<file path="src/rtl/pipeline_pkg.sv">
// pipeline_pkg: shared IF/ID types and constants for the LEGv8 pipeline.
//   XLEN          - default PC width
//   ILEN          - default instruction width
//   if_id_entry_t - {pc, instr} pair carried across the IF/ID boundary
//   NOP_INSTR     - all-zero bubble that decode sees while valid_D is low
package pipeline_pkg;
    localparam int XLEN = 64;
    localparam int ILEN = 32;
    typedef struct packed {
        logic [XLEN-1:0] pc;
        logic [ILEN-1:0] instr;
    } if_id_entry_t;
    localparam logic [ILEN-1:0] NOP_INSTR = '0;
endpackage

</file>
<file path="src/rtl/queue_ptr.sv">
// queue_ptr: wrapping W-bit pointer with async active-low reset, clear and increment.
//   clk   - clock
//   rst_n - asynchronous active-low reset (pointer -> 0)
//   clr_i - synchronous clear to 0, dominates inc_i
//   inc_i - advance by one, wrapping modulo 2**W
//   ptr_o - current pointer value
module queue_ptr #(
    parameter int W = 2
) (
    input  logic         clk,
    input  logic         rst_n,
    input  logic         clr_i,
    input  logic         inc_i,
    output logic [W-1:0] ptr_o
);
    logic [W-1:0] ptr_q, ptr_d;
    always_comb ptr_d = clr_i ? '0 : inc_i ? ptr_q + W'(1) : ptr_q;
    always_ff @(posedge clk or negedge rst_n)
        if (!rst_n) ptr_q <= '0;
        else        ptr_q <= ptr_d;
    assign ptr_o = ptr_q;
endmodule

</file>
<file path="src/rtl/if_id_queue.sv">
// if_id_queue: in-order {PC, instruction} buffer between fetch and decode.
//   clk          - clock, all state on rising edge
//   reset        - asynchronous active-low reset
//   push_valid_F - fetch offers {pc_F, instr_F}
//   pc_F/instr_F - fetched PC and instruction word
//   full_F       - queue full, fetch must stall
//   flush        - taken branch, discard everything (beats push and pop)
//   valid_D      - head entry valid
//   ready_D      - decode accepts head entry
//   pc_D/instr_D - head entry, zero / NOP_INSTR while empty
//   count        - occupied entries
module if_id_queue
    import pipeline_pkg::*;
#(
    parameter int N     = XLEN,
    parameter int IW    = ILEN,
    parameter int DEPTH = 4
) (
    input  logic                       clk,
    input  logic                       reset,
    input  logic                       push_valid_F,
    input  logic [N-1:0]               pc_F,
    input  logic [IW-1:0]              instr_F,
    output logic                       full_F,
    input  logic                       flush,
    output logic                       valid_D,
    input  logic                       ready_D,
    output logic [N-1:0]               pc_D,
    output logic [IW-1:0]              instr_D,
    output logic [$clog2(DEPTH+1)-1:0] count
);
    localparam int AW = $clog2(DEPTH);
    localparam int CW = $clog2(DEPTH+1);

    logic [N-1:0]  pc_mem    [DEPTH];
    logic [IW-1:0] instr_mem [DEPTH];
    logic [AW-1:0] rd_ptr, wr_ptr;
    logic [CW-1:0] count_q, count_d;
    logic          push, pop;

    // Push is refused while full even if a pop happens the same cycle (no bypass).
    assign full_F  = count_q == CW'(DEPTH);
    assign valid_D = count_q != '0;
    assign push    = push_valid_F && !full_F && !flush;
    assign pop     = valid_D && ready_D && !flush;

    queue_ptr #(.W(AW)) u_wr_ptr (
        .clk   (clk),
        .rst_n (reset),
        .clr_i (flush),
        .inc_i (push),
        .ptr_o (wr_ptr)
    );

    queue_ptr #(.W(AW)) u_rd_ptr (
        .clk   (clk),
        .rst_n (reset),
        .clr_i (flush),
        .inc_i (pop),
        .ptr_o (rd_ptr)
    );

    always_comb
        count_d = flush           ? '0 :
                  push && !pop    ? count_q + CW'(1) :
                  pop && !push    ? count_q - CW'(1) :
                  count_q;

    always_ff @(posedge clk or negedge reset)
        if (!reset) count_q <= '0;
        else        count_q <= count_d;

    // Storage is intentionally left unreset; valid_D gates what decode sees.
    always_ff @(posedge clk)
        if (push) begin
            pc_mem[wr_ptr]    <= pc_F;
            instr_mem[wr_ptr] <= instr_F;
        end

    assign pc_D    = valid_D ? pc_mem[rd_ptr]    : '0;
    assign instr_D = valid_D ? instr_mem[rd_ptr] : IW'(NOP_INSTR);
    assign count   = count_q;
endmodule

</file>
<file path="config.mk">
export PLATFORM = sky130hd
export DESIGN_NAME = if_id_queue
export DESIGN_NICKNAME = d
export VERILOG_FILES = /design/src/rtl/pipeline_pkg.sv /design/src/rtl/queue_ptr.sv /design/src/rtl/if_id_queue.sv
export SDC_FILE = /design/constraint.sdc
export NUM_CORES = 1
export LEC_CHECK = 0
export ABC_AREA = 1
export ABC_CLOCK_PERIOD_IN_PS = 17410
export BUFFER_PORTS_ARGS = -buffer_cell sky130_fd_sc_hd__buf_2
export CAP_MARGIN = 10
export CORE_MARGIN = 2
export CORE_UTILIZATION = 28
export CTS_CLUSTER_SIZE = 40
export DETAILED_ROUTE_END_ITERATION = 7
export SLEW_MARGIN = 10
export SYNTH_ARGS = -nofsm -noshare
export SYNTH_HDL_FRONTEND = slang
export SYNTH_SLANG_ARGS = --single-unit
export TNS_END_PERCENT = 20
</file>
<file path="constraint.sdc">
create_clock -name clk -period 17.41 [get_ports clk]
set_clock_uncertainty 0.2 [all_clocks]
set_input_delay 2.6115 -clock clk [delete_from_list [all_inputs] [get_ports clk]]
set_output_delay 2.6115 -clock clk [all_outputs]
set_load 0.02 [all_outputs]
</file>
# == Word level (Yosys, flattened, before mapping) ==
# Memory sizes are Yosys's and may differ from the RTL's.
# Cells that the tools add are included.
# word_totals
reg_bits,7
latchBits,0
ramBits,384
mem_bits_ro,0
in_bits,101
output_inout_bits,101
word_cells,35
n_memories,2
# memory_table
memory,words,width,read_ports,rd_clocked_by_memory_dff,write_ports,line,source
pc_mem,4,64,1,0,1,if_id_queue.sv:35,logic [N-1:0] pc_mem [DEPTH];
instr_mem,4,32,1,0,1,if_id_queue.sv:36,logic [IW-1:0] instr_mem [DEPTH];
# classes
add_sub_neg,4
n_mul,0
n_div,0
n_lt_le_gt_ge,0
n_eq_ne,1
shift,0
mux,11
bitwise,0
reduce_logical,14
# ops
op,count
$mux 64,1
$mux 32,1
$mux 3,3
$mux 2,4
$logic_and 1x1->1,6
$reduce_bool 3->1,2
$add 2x1->2 const B,2
$logic_not 1->1,4
$reduce_bool 2->1,2
$add 3x1->3 const B,1
$eq 3x3->1 const B,1
$sub 3x1->3 const B,1
$mux 1,2

# == Logic depth before layout (Yosys ltp) ==
# logic_depth
ltp_word,9
mapped_depth,11
mapped_depth_nobuf,11

# == By module ==
# From an unflattened synthesis, not the netlist that was laid out.
# unflattened
hier_cells,1199
hier_area_um2,15249.6
# modules_own_cells
mod,instances,cells_each,area_each_um2,seq_area_each_um2
if_id_queue,1,1177,15077.0,11606.1
queue_ptr,2,11,86.3,50.0

# == Least setup slack after synthesis ==
# Ideal clock, no wire load.
# synth_timing
path_type,input -> register
startpoint,input port push_valid_F
endpoint,"memory instr_mem[0][0] (netlist name), enable pin"
setup_ns,0.552
arrival_time_ns,6.954
path_slack_ns,9.704
path_stages,4
cell_sequence,inv_1 > a21oi_1 > nand2_1 > nor2_1
# synth_via
elab_chain_len,4
# synth_rtl
item,line,source
start: declaration,if_id_queue.sv:21,"input logic push_valid_F,"
$logic_and 1x1->1 (2 in series),if_id_queue.sv:44,assign push = push_valid_F && !full_F && !flush;
$mux 1,if_id_queue.sv:75,if (push) begin
$mux 1 (not written as such),if_id_queue.sv:77,instr_mem[wr_ptr] <= instr_F;
end: declaration,if_id_queue.sv:36,
# No other way between the ends.

# == Worst setup path after layout ==
# layout_timing
startpoint,register u_rd_ptr.ptr_q[1] (netlist: u_rd_ptr.ptr_o[1])
endpoint,output port pc_D[51]
# layout_via
elab_chain_len,2
# layout_rtl
item,line,source
start: declaration,queue_ptr.sv:16,"logic [W-1:0] ptr_q, ptr_d;"
start signal: assignment,queue_ptr.sv:20,else ptr_q <= ptr_d;
$mem_v2 4x64,--,
$mux 64,if_id_queue.sv:80,assign pc_D = valid_D ? pc_mem[rd_ptr] : '0;
end: declaration,if_id_queue.sv:28,"output logic [N-1:0] pc_D,"
# No other way between the ends.

==> flow_summary.ini <==
[status]
run_status = completed

[die]
die-area_sq_mm = 0.0566
core_region_area_sq_mm = 0.0540
fp-row-count = 85
initial_core_util_pct = 28.4
design.portCount = 202
die_w_microns = 238
chipHeight_microns = 238

[detailed_routing]
drt_pre_antenna_iters = 4
final_antenna_net_count = 0
drt_first_iter_violations = 673
post_drt_wl_per_cell_microns = 17.1
vias_per_cell = 4.52
routed-via-count = 9568
postRouteWirelength_microns = 36300
route.detailed.drc = 0

[timing]
fmaxAchievable_mhz = 159
holdWs_ns = 0.351
hold_violation_count_in_the_final_report = 0
final.setup.tns_ns = 0
setup_repair_after_global_routing_missed_its_margin = no
fin_crit_sh_pct = 36.1
slew_headroom_pct = 26.2
max_slew.worst_pin.slew_ns = 1.11
timing.final.setup_violations = 0
timing_max_transition_violations_final = 0
fin_crit_ns = 6.28

[cells_and_area]
n_antenna_cell = 0
syn_to_final_growth_pct = 19.8
drive_gt1_share_pct = 20.7
finish.net_count = 1492
finalNonFillerCells = 2117

[worst_hold_path]
hold_path.class = reg2reg

[clocking]
clkSlewWorstSetupHoldPaths_ns = 0.06
cts_inserted_buffers = 43
tritoncts_num_sinks = 391
post_cts_resize_count = 0
worst_skew_pair.late_latency_ns = 0.55
cts_hold_buffers = 0
h-tree-depth = 2
postCtsSetupBuffers = 0
ctsRootBufferMaster = clkbuf_16
tritoncts = yes
cts_buffer_depth = 3

[synthesis]
synth-seq-cells = 391
synth.avg_cell_area_sq_um = 12.8
synth-seq-area-share_pct = 76.4
yosysUniqueCellTypes = 22
postSynthCellCount = 1201
yosysWarnings = 0
mappedNetlistNets = 1307
syn_area_sq_mm = 0.0153

[global_route]
grtUsageTotal_pct = 12.4
wire_length_of_the_first_global_routing_pass_microns = 54500
grt_antenna_before_repair = 4
maximum_number_of_pins_on_one_net_before_global_route_repair = 174
grt_overflow = 0
grt_pass1_vias = 9460

[worst_setup_path]
worstSetupPathType = reg2out
critical_path.max_stage_delay_ns = 0.85
cp.required_ns = 14.60
worst_setup_path_start_kind = register
endpoint_kind = output pin
critical_path_cell_sequence = clkinv_2 -> buf_4 -> nor2_1 -> o21ai_1 -> a21oi_1 -> buf_2
crit_path_slowest_cell = dfrtp_4
crit_arrival_ns = 3.47
critical_path_peak_fanout = 66

[pwr]
worst_voltage_drop_across_the_vdd_grid_uv = 142
power.density_cell_area_mw_per_mm2 = 160
p_leak_nw = 6.53

[placement]
place_congestion = 0.734
place_inst = 2037
place_hpwl_microns = 19200
portBuffers = 201

[flow_run]
maxCapViolCount = 0
## placed cells by master, fill, tap and decap left out
| cell | instances |
|---|---|
| fa_1 | 1 |
| clkinv_1 | 8 |
| buf_2 | 201 |
| dfrtp_4 | 2 |
| xor2_1 | 1 |
| inv_1 | 14 |
| dfrtp_1 | 5 |
| clkinv_4 | 3 |
| nor2_2 | 1 |
| nand2_1 | 21 |
| buf_4 | 12 |
| nor2_4 | 4 |
| ha_1 | 4 |
| buf_12 | 1 |
| clkinv_2 | 11 |
| clkbuf_16 | 44 |
| inv_2 | 1 |
| nand3_2 | 1 |
| inv_6 | 3 |
| a21oi_1 | 100 |
| clkinv_8 | 1 |
| clkinvlp_4 | 1 |
| o21ai_1 | 121 |
| edfxtp_1 | 384 |
| bufinv_16 | 5 |
| inv_4 | 1 |
| o21ai_0 | 75 |
| nor2_1 | 386 |
| nand2_2 | 2 |
| clkbuf_1 | 6 |
| nand3b_1 | 1 |
## routing by layer
metal  track usage [%]  vias to the layer above  part of all wire [%]
met5                 0                        -                 0.091
met4              3.47                        6                   2.0
met3              2.93                       55                   5.8
met2              20.6                      246                    48
met1              16.3                     4643                    45
li1                  -                     4618                     -
## worst max-delay path, delay by kind of cell, from the launching register on
family / cells / cell delay [ns]
buffers and inverters: 3 / 1.50
AOI/OAI and AO/OA: 2 / 0.29
and+or+nand+nor: 1 / 0.21
DFF: 1 / 0.85
## state kept, by name, indices dropped and copies added (netlist names)
name,cells
u_wr_ptr.ptr_o,2
instr_mem,128
u_rd_ptr.ptr_o,2
pc_mem,256
count,3
## layout make-up
cell class | count | area, sq um
Clock buffer | 50 | 1120
Clock inverter | 30 | 298
Timing Repair Buffer | 214 | 1120
Sequential cell | 391 | 11700
Multi-Input combinational cell | 718 | 3170
Inverter | 18 | 76.3
Fill cell | 5291 | 35700
Tap cell | 696 | 871
## Yosys cell counts
cell type / count / share of area (%)
a21oi_1: 100 / 3.3
buf_1: 2 / 0.049
buf_2: 18 / 0.59
buf_4: 18 / 0.88
buf_6: 4 / 0.29
clkbuf_1: 16 / 0.39
clkbuf_2: 16 / 0.52
dfrtp_1: 7 / 1.1
edfxtp_1: 384 / 75
fa_1: 1 / 0.13
ha_1: 4 / 0.33
inv_1: 14 / 0.34
inv_2: 4 / 0.098
nand2_1: 21 / 0.51
nand2_2: 2 / 0.082
nand3_2: 1 / 0.065
nand3b_1: 1 / 0.049
nor2_1: 390 / 9.5
nor2_2: 1 / 0.041
o21ai_0: 75 / 2.4
o21ai_1: 121 / 4.0
xor2_1: 1 / 0.057
## per-stage QoR
stage               util (%)  setup WS, ns  total power (W)  cell area, sq um
floorplan                  -          9.70          0.00175             15300
finish                  34.0         11.13          0.00293             18400
detailed placement      31.4         11.61          0.00205             16900
CTS                     34.0         11.00          0.00298             18400
global placement        31.4         11.66          0.00204             16900
global route            34.0         10.86          0.00308             18400
## power breakdown
part | switching (W) | total, W | internal (W)
Clock | 0.000369 | 0.000909 | 0.000539
Sequential | 0.0000277 | 0.00112 | 0.00110
Combinational | 0.000655 | 0.000897 | 0.000242
## final timing paths
kind,from,to,slack [ns],cells after the start
setup / recovery,u_rd_ptr.ptr_o[1],pc_D[51],11.13,6
hold / removal,count[0],count[0],0.35,2
setup reg to reg,u_rd_ptr.ptr_o[0],u_rd_ptr.ptr_o[0],14.81,3
hold reg to reg,count[0],count[0],0.35,2
max in group asynchronous,reset,u_rd_ptr.ptr_o[1],15.11,1
min in group asynchronous,reset,count[0],1.70,1
## cell families (layout without fill, tap and decap cells)
kind of cell / after synthesis / in the layout / share of synthesized area [%]
XOR/XNOR: 1 / 1 / 0.0571
AO/OA/AOI/OAI: 296 / 296 / 9.66
adder cells (fa/ha/maj): 5 / 5 / 0.457
AND/OR/NAND/NOR: 416 / 416 / 10.3
buffers and inverters: 92 / 312 / 3.17
flip-flops: 391 / 391 / 76.4
Power figures use the tool's default switching activity.
